File: src/rtl/dtmf_tone_gen.sv
// DTMF dual-tone square-wave generator: one key press yields a TONE burst, then an optional GAP.
// Build macro DTMF_GAP_EN enables the inter-digit GAP state; without it TONE returns straight to IDLE.
module dtmf_tone_gen #(
   parameter int unsigned TONE_CYCLES = 50000,
   parameter int unsigned GAP_CYCLES  = 50000
) (
   input  logic       clk_1m_in,
   input  logic       reset_b,
   input  logic [3:0] key_code,
   input  logic       key_valid,
   output logic       key_ready,
   output logic       row_tone,
   output logic       col_tone,
   output logic       tone_active,
   output logic [1:0] dtmf_level
);

   typedef enum logic [1:0] {
      IDLE = 2'd0,
      TONE = 2'd1,
      GAP  = 2'd2
   } state_t;

   localparam logic [16:0] TONE_LAST = 17'(TONE_CYCLES - 1);
   localparam logic [16:0] GAP_LAST  = 17'(GAP_CYCLES - 1);

   state_t      state_q, state_d;
   logic [3:0]  code_q, code_d;
   logic [16:0] dur_q, dur_d;
   logic [9:0]  row_cnt_q, row_cnt_d;
   logic [9:0]  col_cnt_q, col_cnt_d;
   logic        row_q, row_d;
   logic        col_q, col_d;
   logic        act_q, act_d;
   logic [9:0]  row_last;
   logic [9:0]  col_last;

   // Terminal counts are divisor-1 so each half-period is exactly the divisor.
   function automatic logic [9:0] row_div_last(input logic [1:0] row);
      logic [9:0] last;
      case (row)
         2'd0:    last = 10'd716;
         2'd1:    last = 10'd648;
         2'd2:    last = 10'd585;
         default: last = 10'd530;
      endcase
      return last;
   endfunction

   function automatic logic [9:0] col_div_last(input logic [1:0] col);
      logic [9:0] last;
      case (col)
         2'd0:    last = 10'd412;
         2'd1:    last = 10'd373;
         2'd2:    last = 10'd337;
         default: last = 10'd305;
      endcase
      return last;
   endfunction

   assign row_last = row_div_last(code_q[3:2]);
   assign col_last = col_div_last(code_q[1:0]);

   always_comb begin
      state_d = state_q;
      code_d  = code_q;
      dur_d   = dur_q + 17'd1;
      case (state_q)
         IDLE: begin
            dur_d = '0;
            if (key_valid) begin
               state_d = TONE;
               code_d  = key_code;
            end
         end
         TONE: begin
            if (dur_q == TONE_LAST) begin
               dur_d = '0;
`ifdef DTMF_GAP_EN
               state_d = GAP;
`else
               state_d = IDLE;
`endif
            end
         end
         GAP: begin
            if (dur_q == GAP_LAST) begin
               dur_d   = '0;
               state_d = IDLE;
            end
         end
         default: begin
            dur_d   = '0;
            state_d = IDLE;
         end
      endcase
   end

   // Tone dividers only run while staying in TONE; entry and exit both leave them cleared and low.
   always_comb begin
      row_cnt_d = '0;
      col_cnt_d = '0;
      row_d     = 1'b0;
      col_d     = 1'b0;
      if (state_q == TONE && state_d == TONE) begin
         row_cnt_d = row_cnt_q + 10'd1;
         row_d     = row_q;
         if (row_cnt_q == row_last) begin
            row_cnt_d = '0;
            row_d     = ~row_q;
         end
         col_cnt_d = col_cnt_q + 10'd1;
         col_d     = col_q;
         if (col_cnt_q == col_last) begin
            col_cnt_d = '0;
            col_d     = ~col_q;
         end
      end
   end

   assign act_d = (state_d == TONE);

   always_ff @(posedge clk_1m_in or negedge reset_b) begin
      if (!reset_b) begin
         state_q   <= IDLE;
         code_q    <= '0;
         dur_q     <= '0;
         row_cnt_q <= '0;
         col_cnt_q <= '0;
         row_q     <= 1'b0;
         col_q     <= 1'b0;
         act_q     <= 1'b0;
      end else begin
         state_q   <= state_d;
         code_q    <= code_d;
         dur_q     <= dur_d;
         row_cnt_q <= row_cnt_d;
         col_cnt_q <= col_cnt_d;
         row_q     <= row_d;
         col_q     <= col_d;
         act_q     <= act_d;
      end
   end

   assign key_ready   = (state_q == IDLE);
   assign row_tone    = row_q;
   assign col_tone    = col_q;
   assign tone_active = act_q;
   assign dtmf_level  = {1'b0, row_q} + {1'b0, col_q};

endmodule

File: config.mk
export PLATFORM = sky130hd
export DESIGN_NAME = dtmf_tone_gen
export DESIGN_NICKNAME = d
export VERILOG_FILES = /design/src/rtl/dtmf_tone_gen.sv
export SDC_FILE = /design/constraint.sdc
export NUM_CORES = 1
export LEC_CHECK = 0
export BUFFER_PORTS_ARGS = -buffer_cell sky130_fd_sc_hd__buf_2
export CORE_ASPECT_RATIO = 1.25
export CORE_MARGIN = 10
export CORE_UTILIZATION = 44
export DETAILED_ROUTE_END_ITERATION = 7
export GPL_ROUTABILITY_DRIVEN = 1
export PLACE_DENSITY = 0.62
export SLEW_MARGIN = 5
export SYNTH_ARGS = -nofsm -noshare
export SYNTH_HDL_FRONTEND = slang
export SYNTH_SLANG_ARGS = --single-unit
export TNS_END_PERCENT = 1
File: constraint.sdc
create_clock -name clk_1m_in -period 4.2 [get_ports clk_1m_in]
set_clock_uncertainty 0.1 [all_clocks]
set_input_delay 0.63 -clock clk_1m_in [delete_from_list [all_inputs] [get_ports clk_1m_in]]
set_output_delay 0.63 -clock clk_1m_in [all_outputs]
set_load 0.02 [all_outputs]
Word level (Yosys, flattened, before mapping) --
Cells that the tools add are included.
Cells by class: add/subtract/negate cells 4, eq/ne operators 12, multiplexer cells 15, bitwise logic cells 2, reductions and logical operators 6
Operator list (count):
- 8-bit one-hot mux with 3 select lines | 2
- 10-bit two-way mux | 4
- 17-bit two-way mux | 2
- 10-bit by 1-bit adder with 10-bit output, second input constant | 2
- 10-bit == test | 2
- 17-bit by 1-bit adder with 17-bit output, second input constant | 1
- 17-bit by 16-bit == test with 1-bit output, second input constant | 1
- 2-bit by 1-bit == test with 1-bit output, second input constant | 4
- 2-bit == test, second input constant | 3
- 2-bit zero test | 3
- 1-bit two-way mux | 4
- 2-bit two-way mux | 2
- 2-bit by 1-bit != test with 1-bit output, second input constant | 2
- 2-bit one-hot mux with 2 select lines | 1
- 1-bit by 1-bit adder with 2-bit output | 1
- 1-bit NOT | 2
- 2-bit AND reduction | 1
- 2-bit OR reduction | 1
- 1-bit logical AND | 1
Storage, ports and cells: input bits 7, logic and storage cells 47, bits in registers 46

Longest topological paths before layout --
depth in word-level cells 6, depth in mapped cells 7, depth with buffers taken out 7

Least setup slack after synthesis --
OpenSTA, ideal clock, no wires.
kind reg2reg, start point register state_q[1], end point register col_cnt_q[8], setup slack 2028 ps, buffers on the path 0, stages on the path, launching flop included 8, data arrival time 1992 ps, data required time 4020 ps, library setup time 80 ps, clock period less this slack 2172 ps, cell sequence dfrtp_1 -> inv_1 -> ha_1 -> nand2_1 -> a21o_1 -> a21oi_1 -> nand3_4 -> nor3b_2
On the way: elaborated cells on any way between the ends 10
RTL lines:
- from (decl) | RTL line 27 | state_t state_q, state_d;
- from (signal assigned) | RTL line 134 | state_q <= state_d;
- 2-bit zero test
- via key_ready | RTL line 11 | output logic key_ready,
- 2-bit one-hot mux with 2 select lines | RTL line 68 | case (state_q)
- via state_d[0] | RTL line 27
- 2-bit by 1-bit == test with 1-bit output | RTL line 105 | if (state_q == TONE && state_d == TONE) begin
- 1-bit logical AND | RTL line 105
- 10-bit two-way mux | RTL line 105
- via col_cnt_d[8] | RTL line 31 | logic [9:0] col_cnt_q, col_cnt_d;
- to (signal assigned) | RTL line 138 | col_cnt_q <= col_cnt_d;
- to (decl) | RTL line 31
The timed path passes the listed nets, and every way through them passes these cells. A chain may end at the register's enable or synchronous reset.

Worst setup path in the final report --
start point register state_q[1], end point register row_cnt_q[9]
On the way: longest elaborated chain between the ends 6, elaborated cells on any way between the ends 10
RTL lines:
- 2-bit by 1-bit == test with 1-bit output or 2-bit == test (tied branches) | RTL line 68
- 2-bit OR reduction (no source line)
- 2-bit one-hot mux with 2 select lines (*) | RTL line 68
- via state_d[0] | RTL line 27
- 2-bit by 1-bit == test with 1-bit output (*) | RTL line 105
- 1-bit logical AND (*) | RTL line 105
- 10-bit two-way mux (*) | RTL line 105
- via row_cnt_d[9] | RTL line 30 | logic [9:0] row_cnt_q, row_cnt_d;
- to (signal assigned) | RTL line 137 | row_cnt_q <= row_cnt_d;
- to (decl) | RTL line 30
The timed path passes the listed nets; every way through them passes the cells marked *.

==> flow_summary.ini <==
[timing]
fin_tns_setup_ps = 0
max_clock_freq_ghz = 0.428
finalHoldViolations = 0
hold_ws_ps = 407
min_period_ps = 2330
grt_setup_unrepaired = false
setup_ws_ps = 1870
slew_headroom_pct = 31.6
fin_crit_sh_pct = 55.6
max_slew.worst_pin.slew_ps = 1030
slew_violations = 0
setup_viol = 0

[finish]
antenna-diode-count = 0
num-fill-cells = 512
final_core_util_pct = 49.0
fin_cells = 322
drive_gt1_share_pct = 14.0
final-seq-area_um2 = 1150
area_growth_pct = 8.79
multiInputGateArea_um2 = 1230
fin_area_um2 = 2650
fin_nets = 274

[critical_path]
reg2reg_from = state_q[1]$_DFF_PN0_
critical_path_required_ps = 4320
critPathKind = flip-flop to flip-flop
reg2reg_to = row_cnt_q[9]$_DFF_PN0_
worst_ep_arrival_time_ps = 2460
startpoint_type = flip-flop
critPathMaxFanout = 8
r2r_slack_ps = 1870
ff2ff_path_depth = 7
end_kind = flip-flop

[synth]
yosysMostFrequentCell = nor2_1
netlist_instances = 242
synthArstFlopShare_pct = 100
synth_edf_count = 0
yosysTopAreaCell = dfrtp_1
synth_seq_area_share_pct = 47.3
synth_commonest_cells = 49 x nor2_1, 46 x dfrtp_1, 22 x xor2_1
synth_cell_types = 42
netlist_top_cells_area = dfrtp_1 47%, xor2_1 7.9%, nor2_1 7.6%
yosysTopAreaCellShare_pct = 47.3
ys_warn_count = 0
synthFlopType = dfrtp_1
avgSynthCellArea_um2 = 10.1
netlist_area_um2 = 2430
ys_ff_latch = 46
synth_nets = 259

[floorplanning]
fp-row-count = 30
initial_core_util_pct = 45.0
io_pins = 13
die_y_um = 103
core_um2 = 5410
die-area_um2 = 8920
die_w_um = 86.5

[pwr]
leakagePower_nw = 1.17
vdd_drop_max_uv = 232
powerDensity_nw_per_um2 = 461
finalPower_mw = 1.22

[clock_network]
post-cts-setup-buffer-count = 0
cts.clk_slew.worst_paths_ps = 100
numCtsBuffers = 5
tritoncts = built
root_buffer = clkbuf_8
cts_max_path_buffers = 2
hold_buffers = 0
clk-insertion-delay-late_ps = 300
cts_max_level = 2
cts.sinks = 46
ctsResizeCount = 0

[detailed_routing]
drt_iter0_drc = 77
drt_first_pass_iters = 4
postRouteWirelength_um = 4510
viasPerCell = 5.26
antenna_left = 0
wl_per_cell_um = 14.0
vias = 1694
drc = 0

[outcome]
status = finished clean

[global_route]
grt_start_max_net_pins = 47
grt_pass1_wl_um = 7990
grt_usage_pct = 11.1
antenna_found_initial = 0
overflow = 0
grt_pass1_vias = 1652

[job]
drv_cap = 0

[placed_design]
dp.cells = 314
io_buffer_count = 12
post-dp-hpwl_um = 3160
routabilityCongestion = 0.767
placed_cell_area_um2 = 2560
dp_worst_setup_slack_ps = 1810

[min_path]
hold_class = input pin to async pin
## critical path: stages (launching register included)
cell	delay [ps]
dfrtp_1	390
inv_1	120
ha_1	220
nand2_1	170
a21o_1	190
a21oi_1	610
nand4_4	290
nor2_1	170
## power breakdown
part | leakage (nW) | internal, mW | total [mW] | switching (mW)
Sequential | 0.623 | 0.502 | 0.581 | 0.0785
Combinational | 0.503 | 0.151 | 0.369 | 0.219
Clock | 0.0441 | 0.117 | 0.270 | 0.153
## cell type report
class / count / area share (%)
Timing Repair Buffer: 12 / 2.27
Tap cell: 64 / 3.02
Clock buffer: 5 / 2.60
Clock inverter: 3 / 0.803
Inverter: 9 / 1.28
Multi-Input combinational cell: 183 / 46.6
Sequential cell: 46 / 43.5
## placed cells by master (no fill, tap or decap), drive strengths merged
master,n
a2111o,2
a21o,1
a21oi,3
a32oi,1
and2,1
and3,6
and4,2
and4b,1
buf,12
clkbuf,5
clkinv,2
clkinvlp,1
dfrtp,46
ha,10
inv,9
mux2,4
nand2,17
nand3,19
nand4,7
nor2,49
nor2b,3
nor3,2
nor3b,1
nor4,4
nor4b,1
o2111ai,1
o211ai,1
o21ai,2
o21bai,1
o311ai,1
o31ai,1
or2,2
or3,1
or4,2
or4b,2
xnor2,13
xor2,22
## worst max-delay path by stage
stage / start / endpoint / slack (ps)
finish: state_q[1]$_DFF_PN0_ / row_cnt_q[9]$_DFF_PN0_ / 1870
global route: state_q[1]$_DFF_PN0_ / row_cnt_q[0]$_DFF_PN0_ / 1600
CTS: state_q[1]$_DFF_PN0_ / row_cnt_q[9]$_DFF_PN0_ / 1810
detailed placement: state_q[1]$_DFF_PN0_ / row_cnt_q[6]$_DFF_PN0_ / 1810
global placement: state_q[1]$_DFF_PN0_ / row_cnt_q[4]$_DFF_PN0_ / 1930
floorplan: state_q[1]$_DFF_PN0_ / col_cnt_q[8]$_DFF_PN0_ / 2030
## layer usage
metal  up-vias  track usage [%]  wire length [µm]
li1        858                -                 -
met1       810             14.3              2200
met2        21             17.1              2090
met3         5             2.85               147
met4         0             4.49                70
met5         -                0                 0
## kinds of logic after synthesis
family | count (synthesis) | synth area share, %
xor gates and xnor gates | 35 | 12.6
DFF | 46 | 47.3
adders and majority gates | 10 | 5.14
buffers and inverters | 13 | 2.06
muxes | 4 | 1.85
AOI/OAI and AO/OA | 14 | 4.32
and+or+nand+nor | 120 | 26.7
## flip-flops by register name, summed over array words and instances (netlist names)
register and flops:
col_cnt_q 10, tone_active 1, dur_q 17, code_q 4, col_tone 1, row_cnt_q 10
state_q 2, row_tone 1
Power figures use the tool's default switching activity.
